## src/rtl/i2c_bus_arbiter.sv

```systemverilog
// Two-master arbiter for one open-drain I2C pin pair: synchronises the pins, tracks START/STOP,
// grants only on a free bus and forces release of an owner whose SCL stops moving.
module i2c_bus_arbiter #(
  parameter int SYNC_STAGES    = 2,
  parameter int IDLE_CYCLES    = 64,
  parameter int TIMEOUT_CYCLES = 1048576
) (
  input  logic       clk_i,
  input  logic       rst_i,
  input  logic [1:0] req_i,
  output logic [1:0] grant_o,
  input  logic       m0_scl_oe_i,
  input  logic       m0_sda_oe_i,
  input  logic       m1_scl_oe_i,
  input  logic       m1_sda_oe_i,
  input  logic       scl_in_i,
  input  logic       sda_in_i,
  output logic       scl_oe_o,
  output logic       sda_oe_o,
  output logic       scl_sync_o,
  output logic       sda_sync_o,
  output logic       bus_busy_o,
  output logic       timeout_err_o
);

  localparam int IW = $clog2(IDLE_CYCLES + 1);
  localparam int TW = $clog2(TIMEOUT_CYCLES + 1);
  localparam logic [IW-1:0] IDLE_MAX = IW'(IDLE_CYCLES);
  localparam logic [TW-1:0] TMO_MAX  = TW'(TIMEOUT_CYCLES);

  typedef enum logic [1:0] {S_IDLE, S_OWN, S_RECOVER} state_e;

  state_e                 state_q, state_d;
  logic [1:0]             grant_q, grant_d;
  logic                   last_owner_q, last_owner_d;
  logic                   tmo_err_q, tmo_err_d;
  logic [SYNC_STAGES-1:0] scl_ff_q, sda_ff_q;
  logic                   scl_p_q, sda_p_q;
  logic                   bus_busy_q;
  logic [IW-1:0]          idle_q;
  logic [TW-1:0]          tmo_q;

  logic scl_s, sda_s, start_det, stop_det, bus_free, tmo_fire, win;

  assign scl_s     = scl_ff_q[SYNC_STAGES-1];
  assign sda_s     = sda_ff_q[SYNC_STAGES-1];
  assign start_det = scl_p_q & scl_s & sda_p_q & ~sda_s;
  assign stop_det  = scl_p_q & scl_s & ~sda_p_q & sda_s;
  assign bus_free  = (idle_q == IDLE_MAX);
  assign tmo_fire  = (state_q == S_OWN) && (tmo_q == TMO_MAX);

  // Bus monitor and counters run in every state so foreign traffic is always seen.
  always_ff @(posedge clk_i) begin
    if (rst_i) begin
      scl_ff_q   <= '1;
      sda_ff_q   <= '1;
      scl_p_q    <= 1'b1;
      sda_p_q    <= 1'b1;
      bus_busy_q <= 1'b0;
      idle_q     <= '0;
      tmo_q      <= '0;
    end else begin
      scl_ff_q <= {scl_ff_q[SYNC_STAGES-2:0], scl_in_i};
      sda_ff_q <= {sda_ff_q[SYNC_STAGES-2:0], sda_in_i};
      scl_p_q  <= scl_s;
      sda_p_q  <= sda_s;

      if (tmo_fire)       bus_busy_q <= 1'b0;
      else if (start_det) bus_busy_q <= 1'b1;
      else if (stop_det)  bus_busy_q <= 1'b0;

      if (tmo_fire)
        idle_q <= '0;
      else if (!bus_busy_q && scl_s && sda_s) begin
        if (idle_q != IDLE_MAX) idle_q <= idle_q + 1'b1;
      end else
        idle_q <= '0;

      if (tmo_fire || state_q != S_OWN || !bus_busy_q || scl_s != scl_p_q)
        tmo_q <= '0;
      else if (tmo_q != TMO_MAX)
        tmo_q <= tmo_q + 1'b1;
    end
  end

  always_ff @(posedge clk_i) begin
    if (rst_i) begin
      state_q      <= S_IDLE;
      grant_q      <= 2'b00;
      last_owner_q <= 1'b0;
      tmo_err_q    <= 1'b0;
    end else begin
      state_q      <= state_d;
      grant_q      <= grant_d;
      last_owner_q <= last_owner_d;
      tmo_err_q    <= tmo_err_d;
    end
  end

  always_comb begin
    state_d      = state_q;
    grant_d      = grant_q;
    last_owner_d = last_owner_q;
    tmo_err_d    = 1'b0;
    win          = 1'b0;
    case (state_q)
      S_IDLE: begin
        if (bus_free && req_i != 2'b00) begin
          // On a tie the master that did not own the bus last time wins.
          if (req_i == 2'b01)      win = 1'b0;
          else if (req_i == 2'b10) win = 1'b1;
          else                     win = ~last_owner_q;
          grant_d      = win ? 2'b10 : 2'b01;
          last_owner_d = win;
          state_d      = S_OWN;
        end
      end
      S_OWN: begin
        if (tmo_fire) begin
          grant_d   = 2'b00;
          tmo_err_d = 1'b1;
          state_d   = S_RECOVER;
        end else if (!req_i[grant_q[1]] && !bus_busy_q) begin
          grant_d = 2'b00;
          state_d = S_IDLE;
        end
      end
      S_RECOVER: begin
        if (bus_free) state_d = S_IDLE;
      end
      default: begin
        grant_d = 2'b00;
        state_d = S_IDLE;
      end
    endcase
  end

  always_comb begin
    scl_oe_o = 1'b0;
    sda_oe_o = 1'b0;
    if (grant_q == 2'b01) begin
      scl_oe_o = m0_scl_oe_i;
      sda_oe_o = m0_sda_oe_i;
    end else if (grant_q == 2'b10) begin
      scl_oe_o = m1_scl_oe_i;
      sda_oe_o = m1_sda_oe_i;
    end
  end

  assign grant_o       = grant_q;
  assign scl_sync_o    = scl_s;
  assign sda_sync_o    = sda_s;
  assign bus_busy_o    = bus_busy_q;
  assign timeout_err_o = tmo_err_q;

endmodule

```

## config.mk

```make
export PLATFORM = sky130hd
export DESIGN_NAME = i2c_bus_arbiter
export DESIGN_NICKNAME = d
export VERILOG_FILES = /design/src/rtl/i2c_bus_arbiter.sv
export SDC_FILE = /design/constraint.sdc
export NUM_CORES = 1
export LEC_CHECK = 0
export CAP_MARGIN = 5
export CORE_ASPECT_RATIO = 0.9
export CORE_MARGIN = 10
export CORE_UTILIZATION = 30
export DETAILED_ROUTE_END_ITERATION = 6
export PLACE_DENSITY_LB_ADDON = 0.1
export SLEW_MARGIN = 5
export SYNTH_ARGS = -nofsm -noshare
export SYNTH_HDL_FRONTEND = slang
export SYNTH_SLANG_ARGS = --single-unit
```

## constraint.sdc

```tcl
create_clock -name clk_i -period 3.4 [get_ports clk_i]
set_clock_uncertainty 0.2 [all_clocks]
set_input_delay 0.68 -clock clk_i [delete_from_list [all_inputs] [get_ports clk_i]]
set_output_delay 0.68 -clock clk_i [all_outputs]
set_load 0.1 [all_outputs]
```

**After elaboration in Yosys (flattened, before gate mapping)**

Cells that the tools add are included.

- Flip-flop bits (word level): 41
- Input port bits: 10
- Output and inout port bits: 8
- Word-level logic and storage cells: 82

- $add $sub $neg: 2
- Magnitude comparators: 1
- Equal/unequal tests: 15
- Mux-type cells: 22
- Bitwise logic cells: 11
- Reduce and logical (&&, ||, !) cells: 20

Operators by type and width:

| kind | number |
|---|---|
| $add 21x1->21 const B | 1 |
| $eq 21x21->1 const B | 1 |
| $ne 21x21->1 const B | 1 |
| $mux 2 | 7 |
| $mux 1 | 13 |
| $pmux 2 s3 | 2 |
| $add 7x1->7 const B | 1 |
| $eq 7x7->1 const B | 1 |
| $ne 7x7->1 const B | 1 |
| $eq 2x1->1 const B | 3 |
| $eq 2x2->1 const B | 3 |
| $not 1->1 | 6 |
| $reduce_and 3->1 | 2 |
| $reduce_or 2->1 | 3 |
| $and 1x1->1 | 5 |
| $logic_and 1x1->1 | 5 |
| $ne 2x2->1 const B | 2 |
| $reduce_bool 2->1 | 2 |
| $logic_or 1x1->1 | 3 |
| $ne 3x2->1 const B | 1 |
| $reduce_or 3->1 | 1 |
| $logic_not 1->1 | 2 |
| $logic_not 2->1 | 1 |
| $lt 1x2->1 const B | 1 |
| other kinds (3) | 3 |

**Depth between registers and ports, before layout**

Gate-level depths: netlist of the first run.

- Depth after elaboration: 8
- Gate-level depth with buffers: 8
- Mapped depth without buffers: 7

**Worst setup path after synthesis of the first run**

Ideal clock, no wire load.

- Kind: register -> output
- From: reg grant_q[1], in the netlist grant_o[1]
- To: out scl_oe_o
- Arrival: 2.027 ns
- Data required time: 2.520 ns
- Setup slack: 0.493 ns
- Cell stages (with the launch flop): 3
- Buffers on the path: 0
- Cells stage by stage: dfxtp_1 -> nor2b_1 -> a22o_1

- Longest elaborated chain between the ends: 3
- Elaborated cells on any way between the ends: 4
- Classes of those cells: 2 x eq/ne; 2 x mux

RTL lines:

| element | line | RTL |
|---|---|---|
| start, declared | 34 | `logic [1:0] grant_q, grant_d;` |
| start signal, assigned | 94 | `grant_q <= grant_d;` |
| $eq 2x2->1 | 144 | `end else if (grant_q == 2'b10) begin` |
| $mux 1 | 144 |  |
| $mux 1 * | 141 | `if (grant_q == 2'b01) begin` |
| end, declared | 18 | `output logic scl_oe_o,` |

Every way passes the cells marked *; elsewhere a longest branch is shown, timed or not.

**Worst setup path in the final report of the first run**

- From: in m1_scl_oe_i
- To: out scl_oe_o

- Longest elaborated chain between the ends: 2

RTL lines:

| element | line | RTL |
|---|---|---|
| start, declared | 14 | `input logic m1_scl_oe_i,` |
| $mux 1 | 144 |  |
| $mux 1 | 141 |  |

No other way between the ends.

==> flow_summary.yaml, run 1 <==
clock_tree:
  path_clk_slew_ns: 0.07
  hold_buffers: 0
  clock_path_buffers: 2
  cts_sinks: 41
  cts_tree: "done"
  htreeDepth: 2
  cts_setup_buffers: 0
  clk_root_buffer_cell: "clkbuf_8"
  post_cts_resized: 0
  clk_latency_ns: 0.29
  cts_buffers: 5
global_route:
  grt_usage_pct: 8.31
  grt_pass1_vias: 1341
  grt-ovfl-total: 0
  grt_max_degree: 22
  antenna_found_initial: 0
  grt_pass1_wl_mm: 6.37
synth:
  synth_top_area_share_pct: 45.1
  synth.avg_cell_area_um2: 8.75
  yosysMostFrequentCell: "dfxtp_1"
  yosys_warnings: 0
  synth_area_leaders: "dfxtp_1, nor2_1, xor2_1"
  synth_edf_count: 0
  yosys-top-cells-count: "dfxtp_1, nor2_1, nand2_1, nand3_1, xor2_1"
  ys_ff_latch: 41
  synth_cell_types: 34
  netlist_instances: 208
  synth_flop_cell: "dfxtp_1"
  syn_nets: 223
  synth_area_mm2: 0.00182
  synthArstFlopShare_pct: 0
  ys_seq_area_share_pct: 45.1
  yosysTopAreaCell: "dfxtp_1"
worst_setup_path:
  critPathLaunchType: "input pin"
  crit_fanout: 1
  crit_type: "input pin to output port"
  reg2reg_slack_ns: 1.26
  critical_path_required_ns: 2.52
  reg2reg_to: "idle_q[0]"
  worstRegToRegCells: 7
  worstReg2RegStart: "tmo_q[0]"
  critical_path_arrival_ns: 1.54
  crit_path_end_kind: "output port"
power:
  seq_power_share_pct: 57.8
  p_leak_nw: 0.736
  p_sw_share_pct: 22.9
  p_int_uw: 655
  power.clock.fraction_pct: 35.8
  powerDensity_mw_per_mm2: 398
  p_sw_uw: 194
  ir_drop_v: 0.000118
  comb_power_share_pct: 6.4
routing:
  drt-initial-drc-count: 56
  dr.pass1.iters: 4
  vias: 1389
  drcViolationCount: 0
  antenna_left: 0
  viasPerCell: 4.61
  drt_wl_total_mm: 3.64
  wl_per_cell_um: 12.1
sta:
  fin_setup_tns_ns: 0
  slew_viol_final: 0
  hold_viol_final: 0
  post-route-period-util_pct: 71.2
  maxSlewHeadroom_pct: 63.3
  period_needed_ns: 2.42
  worst_pin_slew_ns: 0.547
  max_freq_ghz: 0.413
  fin_hold_ws_ns: 0.212
  rsz0062_at_grt: "no"
  setup_viol_count_final: 0
hold_path:
  hp-start: "scl_ff_q[0]"
  min_to: "scl_ff_q[1]"
  hold_path.class: "flip-flop to flip-flop"
  holdPathStages: 1
run_status:
  status: "completed"
place:
  dp_hpwl_mm: 2.64
  placed_cells: 293
  io_buffers: 17
  gp_congestion: 0.713
final_layout:
  nNetsFinal: 245
  layout-drive-gt1-share_pct: 13.0
  stdcell_count: 301
  num_antenna_cells: 0
  area_growth_pct: 17.4
floorplan:
  initial_utilization_pct: 31.4
  ios: 18
  die_h_um: 93.9
  die_w_um: 102
  coreArea_mm2: 0.00579
  die_area_mm2: 0.00959
  num_rows: 26
job:
  drv_cap: 0
[power by group through the flow]
| stage | registers [mW] | logic [mW] | clock network [mW] |
|---|---|---|---|
| after detailed placement | 0.503 | 0.0552 | 0 |
| after global routing | 0.493 | 0.0608 | 0.339 |
| after CTS | 0.491 | 0.0554 | 0.322 |
| final | 0.491 | 0.0544 | 0.304 |
| after floorplan | 0.514 | 0.0213 | 0 |
| after global placement | 0.503 | 0.0548 | 0 |
[metal layers]
metal	GRT usage, %	wire length [µm]
met1	10.6	1910
met2	11.8	1440
met3	2.94	201
met4	4.58	85
met5	0	0
[state kept, by name, summed over array words and instances, names as in the netlist]
name and cells:
scl_p_q 1, idle_q 7, state_q 2, grant_o 2, tmo_q 21, sda_p_q 1, sda_ff_q 2, timeout_err_o 1
scl_ff_q 2, last_owner_q 1, bus_busy_o 1
[through the flow]
| stage | cell area, µm² | worst slack (ns) | util (%) | power (mW) |
|---|---|---|---|---|
| global route | 2140 | 0.961 | 36.9 | 0.893 |
| CTS | 2140 | 0.977 | 36.9 | 0.868 |
| detailed placement | 2060 | 0.978 | 35.5 | 0.558 |
| finish | 2140 | 0.980 | 36.9 | 0.850 |
| global placement | 2060 | 0.979 | 35.5 | 0.558 |
| floorplan | 1820 | 0.493 | - | 0.536 |
[cells by family (layout without fill, tap and decap cells)]
kind of cell / after synthesis / in the layout / synth area share (%)
xor+xnor: 25 / 25 / 12.0
fa+ha+maj: 5 / 5 / 3.44
buf+inv: 11 / 34 / 2.34
compound gates: 18 / 18 / 6.12
flops: 41 / 41 / 45.1
simple gates: 108 / 108 / 31.0
[cell type report]
type,instances,area (µm²)
Timing Repair Buffer,19,165
Clock buffer,8,80.1
Tap cell,70,87.6
Inverter,7,26.3
Sequential cell,41,821
Multi-Input combinational cell,156,957
Fill cell,628,3650
[worst max-delay path by stage]
stage / startpoint / endpoint / cells past startpoint
2_1_floorplan: grant_o[1] / scl_oe_o / 2
3_3_place_gp: m1_sda_oe_i / sda_oe_o / 3
3_5_place_dp: m1_scl_oe_i / scl_oe_o / 3
4_1_cts: m1_scl_oe_i / scl_oe_o / 3
5_1_grt: m1_scl_oe_i / scl_oe_o / 3
6_report: m1_scl_oe_i / scl_oe_o / 3
[layout by cell type (no fill, tap or decap), types with 2 or more instances in the layout]
cell             instances
nor2b_1                  4
and3_1                   4
o21ai_0                  2
a21oi_1                  8
xor2_1                  15
nor2_1                  38
xnor2_1                 10
buf_4                   10
nor3_1                   5
ha_1                     5
clkbuf_1                 3
nor4b_1                  2
nand4_1                  2
clkdlybuf4s50_1          9
or2_2                    9
nor4_1                   4
nand2_1                 15
nor4_2                   2
a22o_1                   2
inv_1                    7
clkbuf_8                 5
dfxtp_1                 41
a211oi_1                 2
nand3_1                 15
[worst max-delay path, stage by stage]
cell and delay [ns]:
clkdlybuf4s50_1 0.45, a22o_1 0.12, buf_4 0.28
No activity file was read; power rests on OpenSTA's default activity.
==> inputs of run 2 (changes only) <==
==> constraint.sdc (replaced) <==
create_clock -name clk_i -period 2.24 [get_ports clk_i]
set_clock_uncertainty 0.2 [all_clocks]
set_input_delay 0.448 -clock clk_i [delete_from_list [all_inputs] [get_ports clk_i]]
set_output_delay 0.448 -clock clk_i [all_outputs]
set_load 0.1 [all_outputs]
==> run 2 against run 1 <==
Against the previous run:
- clock power up 45%
- highest routed layer unchanged
- worst hold slack worse by 0.0019 ns
- worst setup slack got worse by 0.71 ns
- via count fell by 1.2%
- sequential share of layout area is 0.66 points lower
- wire length down 2.3%
- sequential power up 52%
- combinational power is 56% higher
- final cell count is 0.33% lower
- register-to-register slack worse by 0.99 ns
- largest power group unchanged
- core utilization rose by 0.76 points
==> flow_summary.yaml, run 2 (synthesized netlist as in run 1, its figures left out) <==
routing:
  drt-initial-drc-count: 35
  vias: 1372
  drcViolationCount: 0
  viasPerCell: 4.57
  antenna_left: 0
  wl_per_cell_um: 11.9
  drt_wl_total_mm: 3.56
  dr.pass1.iters: 4
power:
  fin_total_pwr_mw: 1.27
  ir_drop_v: 0.000222
  powerDensity_mw_per_mm2: 584
  p_leak_nw: 0.752
final_layout:
  layout-drive-gt1-share_pct: 15.7
  largest_reg_flops: 21
  mostFrequentLayoutCells: "dfxtp_1, nor2_1, nand3_1, nand2_1, xor2_1"
  multiInputGateArea_um2: 960
  regMostFlops: "tmo_q"
  final_core_util_pct: 37.7
  num_antenna_cells: 0
  fillCellCount: 605
  regArea_um2: 823
  largestRegisters: "tmo_q: 21 flops, idle_q: 7 flops"
  area_growth_pct: 19.8
  nNetsFinal: 246
  final_common_cell: "dfxtp_1"
  stdcell_count: 300
hold_path:
  hp-start: "sda_ff_q[0]"
  hold_path.class: "flip-flop to flip-flop"
  min_to: "sda_ff_q[1]"
  holdPathStages: 1
worst_setup_path:
  worstRegToRegCells: 7
  critical_path_required_ns: 2.20
  critPathLaunchType: "flip-flop"
  crit_fanout: 7
  worstReg2RegStart: "tmo_q[0]"
  reg2reg_slack_ns: 0.27
  reg2reg_to: "idle_q[0]"
  crit_type: "flip-flop to flip-flop"
  critical_path_arrival_ns: 1.93
  crit_path_end_kind: "flip-flop"
clock_tree:
  cts_setup_buffers: 0
  hold_buffers: 0
  htreeDepth: 2
  cts_tree: "done"
  path_clk_slew_ns: 0.08
  clk_latency_ns: 0.29
  clk_root_buffer_cell: "clkbuf_8"
  clock_path_buffers: 2
  cts_buffers: 5
  post_cts_resized: 0
  cts_sinks: 41
run_status:
  status: "completed"
floorplan:
  die_w_um: 102
  num_rows: 26
  die_area_mm2: 0.00959
  initial_utilization_pct: 31.4
  ios: 18
  die_h_um: 93.9
  coreArea_mm2: 0.00579
sta:
  fin_setup_tns_ns: 0
  hold_viol_final: 0
  period_needed_ns: 1.97
  worst_slack_ns: 0.268
  worst_pin_slew_ns: 0.513
  post-route-period-util_pct: 88.0
  setup_viol_count_final: 0
  slew_viol_final: 0
  maxSlewHeadroom_pct: 65.5
  max_freq_ghz: 0.507
  rsz0062_at_grt: "no"
place:
  io_buffers: 17
  placed_cells: 294
  dp_hpwl_mm: 2.60
  dpl_worst_slack_ns: 0.187
  gp_congestion: 0.782
global_route:
  grt_pass1_wl_mm: 6.23
  grt_max_degree: 22
  grt-ovfl-total: 0
  grt_usage_pct: 8.07
  antenna_found_initial: 0
  grt_pass1_vias: 1317
job:
  drv_cap: 0
-- run 2: cell types whose count changed in the layout (fill, tap and decap cells not counted), sizes merged --
cell / change
clkbuf: -3
buf: +1
clkinv: +1
-- run 2: layout make-up --
cell class	count	area share (%)
Clock buffer	5	3.16
Clock inverter	1	0.229
Inverter	7	1.20
Sequential cell	41	37.8
Multi-Input combinational cell	156	44.0
Tap cell	70	4.02
Timing Repair Buffer	20	9.64
-- run 2: power by group --
group	internal [mW]	leakage, nW	switching, mW
sequential	0.738	0.333	0.00880
combinational	0.0385	0.379	0.0465
clock	0.205	0.0399	0.236
-- run 2: how the worst max path moves through the flow --
| stage | cells past startpoint | from | slack [ns] | endpoint |
|---|---|---|---|---|
| finish | 7 | tmo_q[0] | 0.27 | idle_q[0] |
| global route | 7 | tmo_q[0] | 0.04 | idle_q[2] |
| CTS | 7 | tmo_q[0] | 0.19 | idle_q[0] |
| detailed placement | 7 | tmo_q[0] | 0.19 | idle_q[0] |
| global placement | 7 | tmo_q[0] | 0.17 | idle_q[5] |
| floorplan | 5 | scl_ff_q[1] | 0.02 | tmo_q[15] |
-- run 2: metal layers --
layer,global-route usage [%],share of wire (%),vias up
li1,-,-,741
met1,10.9,56,603
met4,4.23,2.1,0
met5,0,0,-
met2,10.8,37,21
met3,2.80,5.3,7
-- run 2: per-stage QoR --
| stage | hold slack, ns | instance area, µm² |
|---|---|---|
| 6_report | 0.210 | 2180 |
| 5_1_grt | 0.235 | 2180 |
| 3_5_place_dp | 0.196 | 2110 |
| 4_1_cts | 0.214 | 2180 |
| 2_1_floorplan | 0.189 | 1830 |
| 3_3_place_gp | 0.199 | 2110 |
-- run 2: critical path, stage by stage, from the launching register on --
cell and delay (ns):
dfxtp_1 0.36, inv_1 0.07, ha_1 0.13, nor4b_1 0.20, and3_1 0.19, nand3_1 0.13
o21ai_1 0.46, nor2_1 0.11
==> inputs of run 3 (changes only) <==
--- a/config.mk
+++ b/config.mk
@@ -10,6 +10,7 @@
 export CORE_MARGIN = 10
 export CORE_UTILIZATION = 30
 export DETAILED_ROUTE_END_ITERATION = 6
+export GPL_TIMING_DRIVEN = 0
 export PLACE_DENSITY_LB_ADDON = 0.1
 export SLEW_MARGIN = 5
 export SYNTH_ARGS = -nofsm -noshare
==> run 3 against run 2 <==
Against the previous run:
- sequential share of layout area down 0.53 points
- register-to-register slack about the same
- non-clock buffer count up 1
- via count down 0.87%
- count of clock-buffer cells in the layout unchanged
- total power up 22%
- flip-flop and latch count unchanged
- global-route usage down 0.050 points
- first-iteration DRC count down 2.9%
- largest cell class unchanged
- die area unchanged
==> flow_summary.yaml, run 3 (synthesized netlist as in run 1, its figures left out) <==
final_layout:
  layout-drive-gt1-share_pct: 15.9
  nNetsFinal: 247
  fillCellCount: 619
  largestRegisters: "tmo_q: 21 flops, idle_q: 7 flops"
  regMostFlops: "tmo_q"
  area_growth_pct: 21.5
  regArea_um2: 823
  final_area_mm2: 0.00221
  num_antenna_cells: 0
  stdcell_count: 303
  largest_reg_flops: 21
  multiInputGateArea_um2: 970
  mostFrequentLayoutCells: "dfxtp_1, nor2_1, nand3_1, nand2_1, xor2_1"
  final_core_util_pct: 38.2
  final_common_cell: "dfxtp_1"
global_route:
  grt_pass1_vias: 1280
  grt_pass1_wl_mm: 6.04
  grt_usage_pct: 8.02
  antenna_found_initial: 0
  grt-ovfl-total: 0
  grt_max_degree: 15
clock_tree:
  htreeDepth: 2
  path_clk_slew_ns: 0.09
  clk_root_buffer_cell: "clkbuf_8"
  cts_sinks: 41
  clk_latency_ns: 0.30
  cts_tree: "done"
  cts_buffers: 5
  clock_path_buffers: 2
  hold_buffers: 0
  cts_setup_buffers: 0
sta:
  fin_hold_ws_ns: 0.216
  post-route-period-util_pct: 96.7
  setup_viol_count_final: 0
  period_needed_ns: 2.17
  hold_viol_final: 0
  maxSlewHeadroom_pct: 36.1
  rsz0062_at_grt: "no"
  max_freq_ghz: 0.462
  worst_slack_ns: 0.0750
  worst_pin_slew_ns: 0.962
  slew_viol_final: 0
worst_setup_path:
  crit_type: "flip-flop to output port"
  critical_path_required_ns: 1.59
  critical_path_arrival_ns: 1.52
  crit_fanout: 6
  critPathLaunchType: "flip-flop"
  slowest_delay_ns: 0.84
  path_buf_inv: 1
  crit_slowest_cell: "clkdlybuf4s15_1"
  worstPathCellList: "clkdlybuf4s15_1"
  critPathTopFamily: "buffers and inverters"
  crit_path_end_kind: "output port"
job:
  drv_cap: 0
place:
  gp_congestion: 0.720
  placed_cells: 295
  io_buffers: 17
  dpl_worst_slack_ns: -0.572
  place_area_mm2: 0.00208
  dp_hpwl_mm: 2.66
floorplan:
  die_w_um: 102
  num_rows: 26
  die_h_um: 93.9
  initial_utilization_pct: 31.4
  ios: 18
  coreArea_mm2: 0.00579
  die_area_mm2: 0.00959
power:
  ir_drop_v: 0.000197
  powerDensity_mw_per_mm2: 702
  p_leak_nw: 0.776
run_status:
  status: "completed"
routing:
  antenna_left: 0
  wl_per_cell_um: 12.1
  drt-initial-drc-count: 34
  viasPerCell: 4.49
  drcViolationCount: 0
  vias: 1360
  dr.pass1.iters: 4
  drt_wl_total_mm: 3.66
hold_path:
  hold_path.class: "flip-flop to flip-flop"
## run 3: cell types whose count changed in the layout (fill, tap and decap cells not counted), moves of 2 or more
cell           before  now
buf_2               0    3
bufinv_16           0    2
buf_12              3    0
clkbuf_2            0    4
dlygate4sd2_1       0    2
buf_4               8    0
## run 3: what timing repair did
item / 4_1_cts / 5_1_grt
gates resized for setup: 18 / 9
endpoints found under the setup margin: 24 / 12
pin swaps: 0 / 0
## run 3: worst reg2reg max path: stages, from the launching register on
cell and delay [ns]:
dfxtp_1 0.37, inv_1 0.07, ha_1 0.14, nor4b_2 0.22, and3_1 0.20, nand3_1 0.14, nand3_1 0.18, clkbuf_2 0.26
nor2_1 0.08
## run 3: layer usage
layer | wire, µm | track usage [%] | share of wire [%] | vias to the layer above
met4 | 60 | 3.87 | 1.6 | 0
met2 | 1430 | 10.7 | 39 | 21
met1 | 2010 | 10.8 | 55 | 588
met5 | 0 | 0 | 0 | -
met3 | 159 | 3.24 | 4.3 | 5
li1 | - | - | - | 746
## run 3: final cells by class
cell class	count	share of cell area, %
Buffer	4	0.848
Clock buffer	5	3.11
Multi-Input combinational cell	156	43.8
Sequential cell	41	37.2
Timing Repair Buffer	17	6.73
Tap cell	70	3.96
Inverter	7	1.19
Clock inverter	3	3.11
## run 3: path summary, 6_finish.rpt
check                           slack, ns           to         from  cells past startpoint
worst max-delay path                 0.07   grant_o[1]   grant_o[1]                      1
worst min-delay path                 0.22  sda_ff_q[1]  sda_ff_q[0]                      1
worst max register to register       0.27     tmo_q[8]     tmo_q[0]                      8
worst min register to register       0.22  sda_ff_q[1]  sda_ff_q[0]                      1
## run 3: through the flow
stage / power (mW) / setup TNS (ns)
floorplan: 0.813 / 0
detailed placement: 0.847 / -1.14
global route: 1.61 / 0
CTS: 1.57 / 0
finish: 1.55 / 0
global placement: 0.847 / -1.54
## run 3: where the power goes
group | internal, mW | total [mW] | switching [mW]
combinational | 0.0342 | 0.0818 | 0.0476
sequential | 0.738 | 0.746 | 0.00799
clock | 0.449 | 0.725 | 0.276
total | 1.22 | 1.55 | 0.332
